--- config.mk ---
export PLATFORM = sky130hd
export DESIGN_NAME = uart_cfg_master
export DESIGN_NICKNAME = d
export VERILOG_FILES = /design/src/rtl/uart_cfg_master.sv
export SDC_FILE = /design/constraint.sdc
export NUM_CORES = 1
export LEC_CHECK = 0
export ABC_AREA = 1
export ABC_CLOCK_PERIOD_IN_PS = 2400
export CAP_MARGIN = 5
export CORE_UTILIZATION = 45
export DETAILED_ROUTE_END_ITERATION = 7
export PLACE_DENSITY = 0.67
export SLEW_MARGIN = 20
export SYNTH_ARGS = -nofsm -noshare
export SYNTH_HDL_FRONTEND = slang
export SYNTH_SLANG_ARGS = --single-unit
--- constraint.sdc ---
create_clock -name clk -period 2.4 [get_ports clk]
set_clock_uncertainty 0.15 [all_clocks]
set_input_delay 0.72 -clock clk [delete_from_list [all_inputs] [get_ports clk]]
set_output_delay 0.72 -clock clk [all_outputs]
set_load 0.03 [all_outputs]
--- src/rtl/uart_cfg_master.sv ---
// uart_cfg_master: turns a byte stream from a UART receive path into
// register-bus accesses and returns a response byte stream.
//   Command byte : bit7 write(1)/read(0), bits6:5 sync marker 2'b01, bits4:0 address.
//   Write        : command + 4 data bytes (LSB first) -> bus write -> response 0xA5.
//   Read         : command -> bus read -> response of 4 bytes (LSB first).
//   Error        : bad sync, rx error or inter-byte timeout -> response 0xEE.
// Ports
//   clk, rst_i                     clock, asynchronous active-low reset
//   rx_data_valid_i/rx_data_i      received byte strobe and value
//   rx_err_i                       receive-path error strobe
//   tx_data_o/tx_valid_o/tx_ready_i response byte handshake
//   cfg_cs_o/cfg_we_o/cfg_addr_o/cfg_data_o  register-bus request
//   cfg_data_i                     read data, valid the cycle after the read pulse
//   busy_o                         high whenever not idle
//   drop_o                         sticky: byte arrived while none was expected
module uart_cfg_master #(
  parameter int unsigned TIMEOUT_CYCLES = 100000
) (
  input  logic        clk,
  input  logic        rst_i,
  input  logic        rx_data_valid_i,
  input  logic [7:0]  rx_data_i,
  input  logic        rx_err_i,
  output logic [7:0]  tx_data_o,
  output logic        tx_valid_o,
  input  logic        tx_ready_i,
  output logic        cfg_cs_o,
  output logic        cfg_we_o,
  output logic [4:0]  cfg_addr_o,
  output logic [31:0] cfg_data_o,
  input  logic [31:0] cfg_data_i,
  output logic        busy_o,
  output logic        drop_o
);

  localparam int unsigned CNT_W = (TIMEOUT_CYCLES > 1) ? $clog2(TIMEOUT_CYCLES) : 1;
  localparam logic [CNT_W-1:0] TMO_LAST = CNT_W'(TIMEOUT_CYCLES - 1);

  typedef enum logic [2:0] {
    IDLE      = 3'd0,
    GET_DATA  = 3'd1,
    ACCESS    = 3'd2,
    READ_WAIT = 3'd3,
    SEND      = 3'd4,
    ERR       = 3'd5
  } state_e;

  state_e           state_q,    state_d;
  logic [4:0]       addr_q,     addr_d;
  logic             we_q,       we_d;
  logic [31:0]      wdata_q,    wdata_d;
  logic [1:0]       byte_cnt_q, byte_cnt_d;
  logic [CNT_W-1:0] tmo_cnt_q,  tmo_cnt_d;
  logic [31:0]      resp_q,     resp_d;
  logic [1:0]       tx_idx_q,   tx_idx_d;
  logic [1:0]       tx_last_q,  tx_last_d;
  logic             drop_q,     drop_d;
  logic [7:0]       tx_data_q,  tx_data_d;
  logic             tx_valid_q, tx_valid_d;
  logic             cs_q,       cs_d;
  logic             cfg_we_q,   cfg_we_d;
  logic [4:0]       cfg_addr_q, cfg_addr_d;
  logic [31:0]      cfg_data_q, cfg_data_d;
  logic             busy_q,     busy_d;

  // Next-state and next-output logic; outputs are decoded from the next state
  // so that every output is a flop yet lines up with the state it belongs to.
  always_comb begin
    state_d    = state_q;
    addr_d     = addr_q;
    we_d       = we_q;
    wdata_d    = wdata_q;
    byte_cnt_d = byte_cnt_q;
    tmo_cnt_d  = tmo_cnt_q;
    resp_d     = resp_q;
    tx_idx_d   = tx_idx_q;
    tx_last_d  = tx_last_q;
    drop_d     = drop_q;

    case (state_q)
      IDLE: begin
        if (rx_err_i) begin
          state_d = ERR;
        end else if (rx_data_valid_i) begin
          if (rx_data_i[6:5] == 2'b01) begin
            addr_d     = rx_data_i[4:0];
            we_d       = rx_data_i[7];
            wdata_d    = '0;
            byte_cnt_d = '0;
            tmo_cnt_d  = '0;
            state_d    = rx_data_i[7] ? GET_DATA : ACCESS;
          end else begin
            state_d = ERR;
          end
        end
      end
      GET_DATA: begin
        if (rx_err_i) begin
          state_d = ERR;
        end else if (rx_data_valid_i) begin
          wdata_d[{byte_cnt_q, 3'b000} +: 8] = rx_data_i;
          tmo_cnt_d = '0;
          if (byte_cnt_q == 2'd3) begin
            state_d = ACCESS;
          end else begin
            byte_cnt_d = byte_cnt_q + 2'd1;
          end
        end else if (tmo_cnt_q == TMO_LAST) begin
          state_d = ERR;
        end else begin
          tmo_cnt_d = tmo_cnt_q + CNT_W'(1);
        end
      end
      ACCESS: begin
        if (we_q) begin
          resp_d    = 32'h0000_00A5;
          tx_idx_d  = 2'd0;
          tx_last_d = 2'd0;
          state_d   = SEND;
        end else begin
          state_d = READ_WAIT;
        end
      end
      READ_WAIT: begin
        resp_d    = cfg_data_i;
        tx_idx_d  = 2'd0;
        tx_last_d = 2'd3;
        state_d   = SEND;
      end
      SEND: begin
        if (tx_valid_q && tx_ready_i) begin
          if (tx_idx_q == tx_last_q) begin
            state_d = IDLE;
          end else begin
            tx_idx_d = tx_idx_q + 2'd1;
          end
        end
      end
      ERR: begin
        resp_d    = 32'h0000_00EE;
        tx_idx_d  = 2'd0;
        tx_last_d = 2'd0;
        state_d   = SEND;
      end
      default: begin
        state_d = IDLE;
      end
    endcase

    // Bytes are only expected in IDLE and GET_DATA; anything else is dropped.
    if (rx_data_valid_i && (state_q inside {ACCESS, READ_WAIT, SEND, ERR})) begin
      drop_d = 1'b1;
    end

    busy_d     = (state_d != IDLE);
    tx_valid_d = (state_d == SEND);
    tx_data_d  = tx_valid_d ? resp_d[{tx_idx_d, 3'b000} +: 8] : 8'h00;
    cs_d       = (state_d == ACCESS);
    cfg_we_d   = cs_d & we_d;
    cfg_addr_d = cs_d ? addr_d : 5'd0;
    cfg_data_d = (cs_d && we_d) ? wdata_d : 32'd0;
  end

  // State and output registers.
  always_ff @(posedge clk or negedge rst_i) begin
    if (!rst_i) begin
      state_q    <= IDLE;
      addr_q     <= '0;
      we_q       <= 1'b0;
      wdata_q    <= '0;
      byte_cnt_q <= '0;
      tmo_cnt_q  <= '0;
      resp_q     <= '0;
      tx_idx_q   <= '0;
      tx_last_q  <= '0;
      drop_q     <= 1'b0;
      tx_data_q  <= '0;
      tx_valid_q <= 1'b0;
      cs_q       <= 1'b0;
      cfg_we_q   <= 1'b0;
      cfg_addr_q <= '0;
      cfg_data_q <= '0;
      busy_q     <= 1'b0;
    end else begin
      state_q    <= state_d;
      addr_q     <= addr_d;
      we_q       <= we_d;
      wdata_q    <= wdata_d;
      byte_cnt_q <= byte_cnt_d;
      tmo_cnt_q  <= tmo_cnt_d;
      resp_q     <= resp_d;
      tx_idx_q   <= tx_idx_d;
      tx_last_q  <= tx_last_d;
      drop_q     <= drop_d;
      tx_data_q  <= tx_data_d;
      tx_valid_q <= tx_valid_d;
      cs_q       <= cs_d;
      cfg_we_q   <= cfg_we_d;
      cfg_addr_q <= cfg_addr_d;
      cfg_data_q <= cfg_data_d;
      busy_q     <= busy_d;
    end
  end

  assign tx_data_o  = tx_data_q;
  assign tx_valid_o = tx_valid_q;
  assign cfg_cs_o   = cs_q;
  assign cfg_we_o   = cfg_we_q;
  assign cfg_addr_o = cfg_addr_q;
  assign cfg_data_o = cfg_data_q;
  assign busy_o     = busy_q;
  assign drop_o     = drop_q;

endmodule

==> metrics.md <==
| Metric | Value |
|---|---|
| Num Clock Sinks | between 100 and 150 |
| # H-tree levels | 4 |
| Via count | between 5000 and 6000 |
| Tot GR Track Use | between 20% and 30% |
| Diode count | 0 |
| P per Cell Area | between 900 and 1000 nW/um^2 |
| Post-Synthesis Cells | between 800 and 900 |
| Clk_lat worst skew | 420 ps |
| First DRT Iteration DRCs | ~390 |
| Area growth from synthesis to layout | 30.7% |
| Post-Synth Adder-Cell Area | approximately 1.3% |
| Max Freq | 428 MHz |
| CP max stage delay | ~680 ps |
| Xor/xnor share of the synthesized area | 0.505% |
| CP max FO | 1 |
| Max Buffers Root-to-Sink | 2 |
| Crit path DAT | approximately 1500 ps |
| CTS Buf Count | 17 |
| RePlAce Congestion | 0.866 |
| Complex-gate fraction of the synthesized area | under 10% |
| Dpl cells | 1154 |
| Finish-stage setup viols | 0 |
| Lkg Pwr | between 4 and 5 nW |
| Die Height | ~130 um |
| Register area | 3630 sq um |
| Wirelength per Cell | 14.0 um |
| Max_slew headroom | between 60% and 70% |
| Fraction of layout instances using a drive strength above 1 | roughly 15% |
| Power Total | between 8 and 9 mW |
| Max cap viols | 0 |
| Sequential area share after synthesis | 52.3% |
| Syn Area/Cell | just over 8 sq um |
| # fillers | 1290 |
| Syn nets | ~900 |
| Die width | approximately 130 um |
| Fin crit share | 97.3% |
| Final WL | around 17000 um |
| YS warnings | 0 |
| Top cells by area, synth | dfrtp_1 52%, nand2_1 13%, inv_1 5.4% |
| Largest family of logic cells by synthesized area | simple AND/OR/NAND/NOR gates |
| Max Slew Vio Count | 0 |
| CP required | approximately 1500 ps |
| CP Class | flip-flop to output port |
| Slowest CP cell | clkdlybuf4s50_1 |
| Reg2Reg Setup Slack | roughly 200 ps |
| Hold violation count in the final report | 0 |
| Boundary Pins | 95 |
| Core area | ~15000 sq um |
| Multi-input gate area | roughly 2700 sq um |
| Post-synth top area share | between 50% and 60% |
| Critical Path Start Type | flip-flop |
| Largest net degree at the start of global routing | 55 |
| Multiplexer share of the synthesized area | 0% |
| Routed vias/inst | approximately 5.0 |
| WP buf/inv | 1 |
| Clk root buf | clkbuf_16 |
| Peak supply drop | ~0.00056 V |
| Yosys cell types | 40 |
| Port bufs | 94 |
| Period minus WS final | 2330 ps |
| Worst min path class | primary input to async pin |
| Rows | 45 |
| Initial antenna violation count | 0 |
| RSZ-0062 raised after global routing | yes |
| Worst-margin pin slew | 510 ps |
| Crit-path cells | clkdlybuf4s50_1 |
| Number of global-route vias before repair | approximately 5700 |
| Initial DRT Pass Iterations | 7 |
| Global-route wire length before repair | ~28000 um |
| # DRC | 0 |
| Cell taking the most area after synthesis | dfrtp_1 |
| Hpwl dp | about 12000 um |
| Worst setup EP type | output port |
| Run status | completed |
| Die Area | ~16000 sq um |
| Simple-Gate Fraction of Synth Area | 28.5% |
| Nets | roughly 1000 |
| Antenna-violating nets left | 0 |
| Clock slew at reported path FFs | approximately 60 ps |
| Post-Layout Cell Count | between 1000 and 1500 |
| Remaining global-route overflow | 0 |
| Yosys reg bits | between 100 and 150 |
| Initial core utilization | 45.8% |
| CP delay by family, top | buffers and inverters |
| TritonCTS clock tree | yes |
| Syn Std Cell Area | 6940 sq um |
## state kept, by name, summed over array words and instances, names as in the netlist
register,flops
byte_cnt_q,2
tx_data_o,8
tx_valid_o,1
addr_q,5
cfg_we_o,1
resp_q,32
tx_last_q,1
tmo_cnt_q,17
we_q,1
state_q,3
drop_o,1
cfg_cs_o,1
busy_o,1
cfg_addr_o,5
cfg_data_o,32
tx_idx_q,2
wdata_q,32
## layout by cell type (no fill, tap or decap), types with 4 or more instances in the layout
cell type        count
o21ai_0             36
inv_2               17
nor2_4               7
nor2_1              58
nor3_1               9
o31ai_1              6
o21ai_1             23
inv_1               99
buf_4               53
ha_1                 7
nand4_1             22
dfrtp_1            145
or2_2                7
nand3_1             61
nand2_2             17
nand2_1            247
o211ai_1             8
clkdlybuf4s50_1     92
bufinv_16            5
clkbuf_16           17
o22ai_1             12
a21oi_1              8
xor2_1               4
buf_12               4
## final cells by class
type	count	area share (%)
Clock buffer	20	4.93
Clock inverter	10	2.04
Inverter	118	4.97
Multi-Input combinational cell	553	29.7
Sequential cell	145	40.0
Tap cell	188	2.59
Timing Repair Buffer	151	15.7
## logic make-up (layout without fill, tap and decap cells)
kind of cell,Yosys count,in the layout
DFF,145,145
xor gates and xnor gates,4,4
and+or+nand+nor,441,442
adders and majority gates,7,7
AOI/OAI and AO/OA,100,100
buffers and inverters,146,299
## cells in the mapped netlist
master and instances:
nand3_4 2, a21o_1 1, xor2_1 4, inv_4 1
a31o_2 1, nor2_1 59, buf_4 4, o21ai_0 36
nand2_1 248, and2_0 1, nor4_1 2, buf_2 13
o21bai_1 1, o21ai_1 23, buf_6 5, nand2_2 15
o31ai_1 6, a21oi_1 8, nand3_2 1, nor2_4 5
nor3_1 9, buf_1 1, buf_12 1, or2_2 7
nand3b_1 2, nand4_1 22, inv_1 99, o21ai_2 1
dfrtp_1 145, nor3_2 2, nor2_2 3, clkbuf_1 4
ha_1 7, inv_2 17, o22ai_1 13, nand2_4 2
o211ai_1 8, a21oi_2 2, nand3_1 61, clkinv_4 1
## final timing paths
kind,from,end,cells after the start
min,rst_i,resp_q[19]$_DFF_PN0_,1
min in group clk,resp_q[31]$_DFF_PN0_,resp_q[31]$_DFF_PN0_,2
min reg2reg,resp_q[31]$_DFF_PN0_,resp_q[31]$_DFF_PN0_,2
max in group asynchronous,rst_i,byte_cnt_q[0]$_DFFE_PN0P_,2
max reg2reg,tmo_cnt_q[0]$_DFFE_PN0P_,tx_data_o[4]$_DFF_PN0_,10
max,cfg_data_o[23]$_DFF_PN0_,cfg_data_o[23],1
## what timing repair did
action                                 in CTS  in global routing
gates resized for setup                     0                  7
setup buffers                               0                  0
endpoints found under the hold margin       0                  0
setup endpoints to repair                   0                 16
hold buffers                                0                  0
## per-stage QoR
step / area (sq um) / hold slack [ps] / worst slack (ps) / TNS [ps] / util [%]
finish: 9060 / 30.8 / 65.4 / 0 / 59.9
global route: 9060 / 46.2 / -5.19 / -5.19 / 59.9
CTS: 9030 / 32.0 / 28.9 / 0 / 59.7
detailed placement: 8400 / 305 / -309 / -18710 / 55.5
global placement: 8400 / 301 / -251 / -13900 / 55.5
floorplan: 6940 / 274 / 355 / 0 / -
## per-layer routing
metal  global-route usage [%]  wire length (um)  vias to the layer above
li1                         -                 -                     2975
met1                     30.1              7860                     2778
met2                     35.8              7710                      151
met3                     4.76               749                       23
met4                     8.01               306                        0
met5                        0                 0                        -
## power by group
| group | internal [mW] | switching, mW | total, mW |
|---|---|---|---|
| Clock | 1.86 | 1.00 | 2.86 |
| Sequential | 2.87 | 0.235 | 3.11 |
| Combinational | 1.05 | 1.79 | 2.83 |
| Total | 5.78 | 3.02 | 8.80 |
Power figures use the tool's default switching activity.
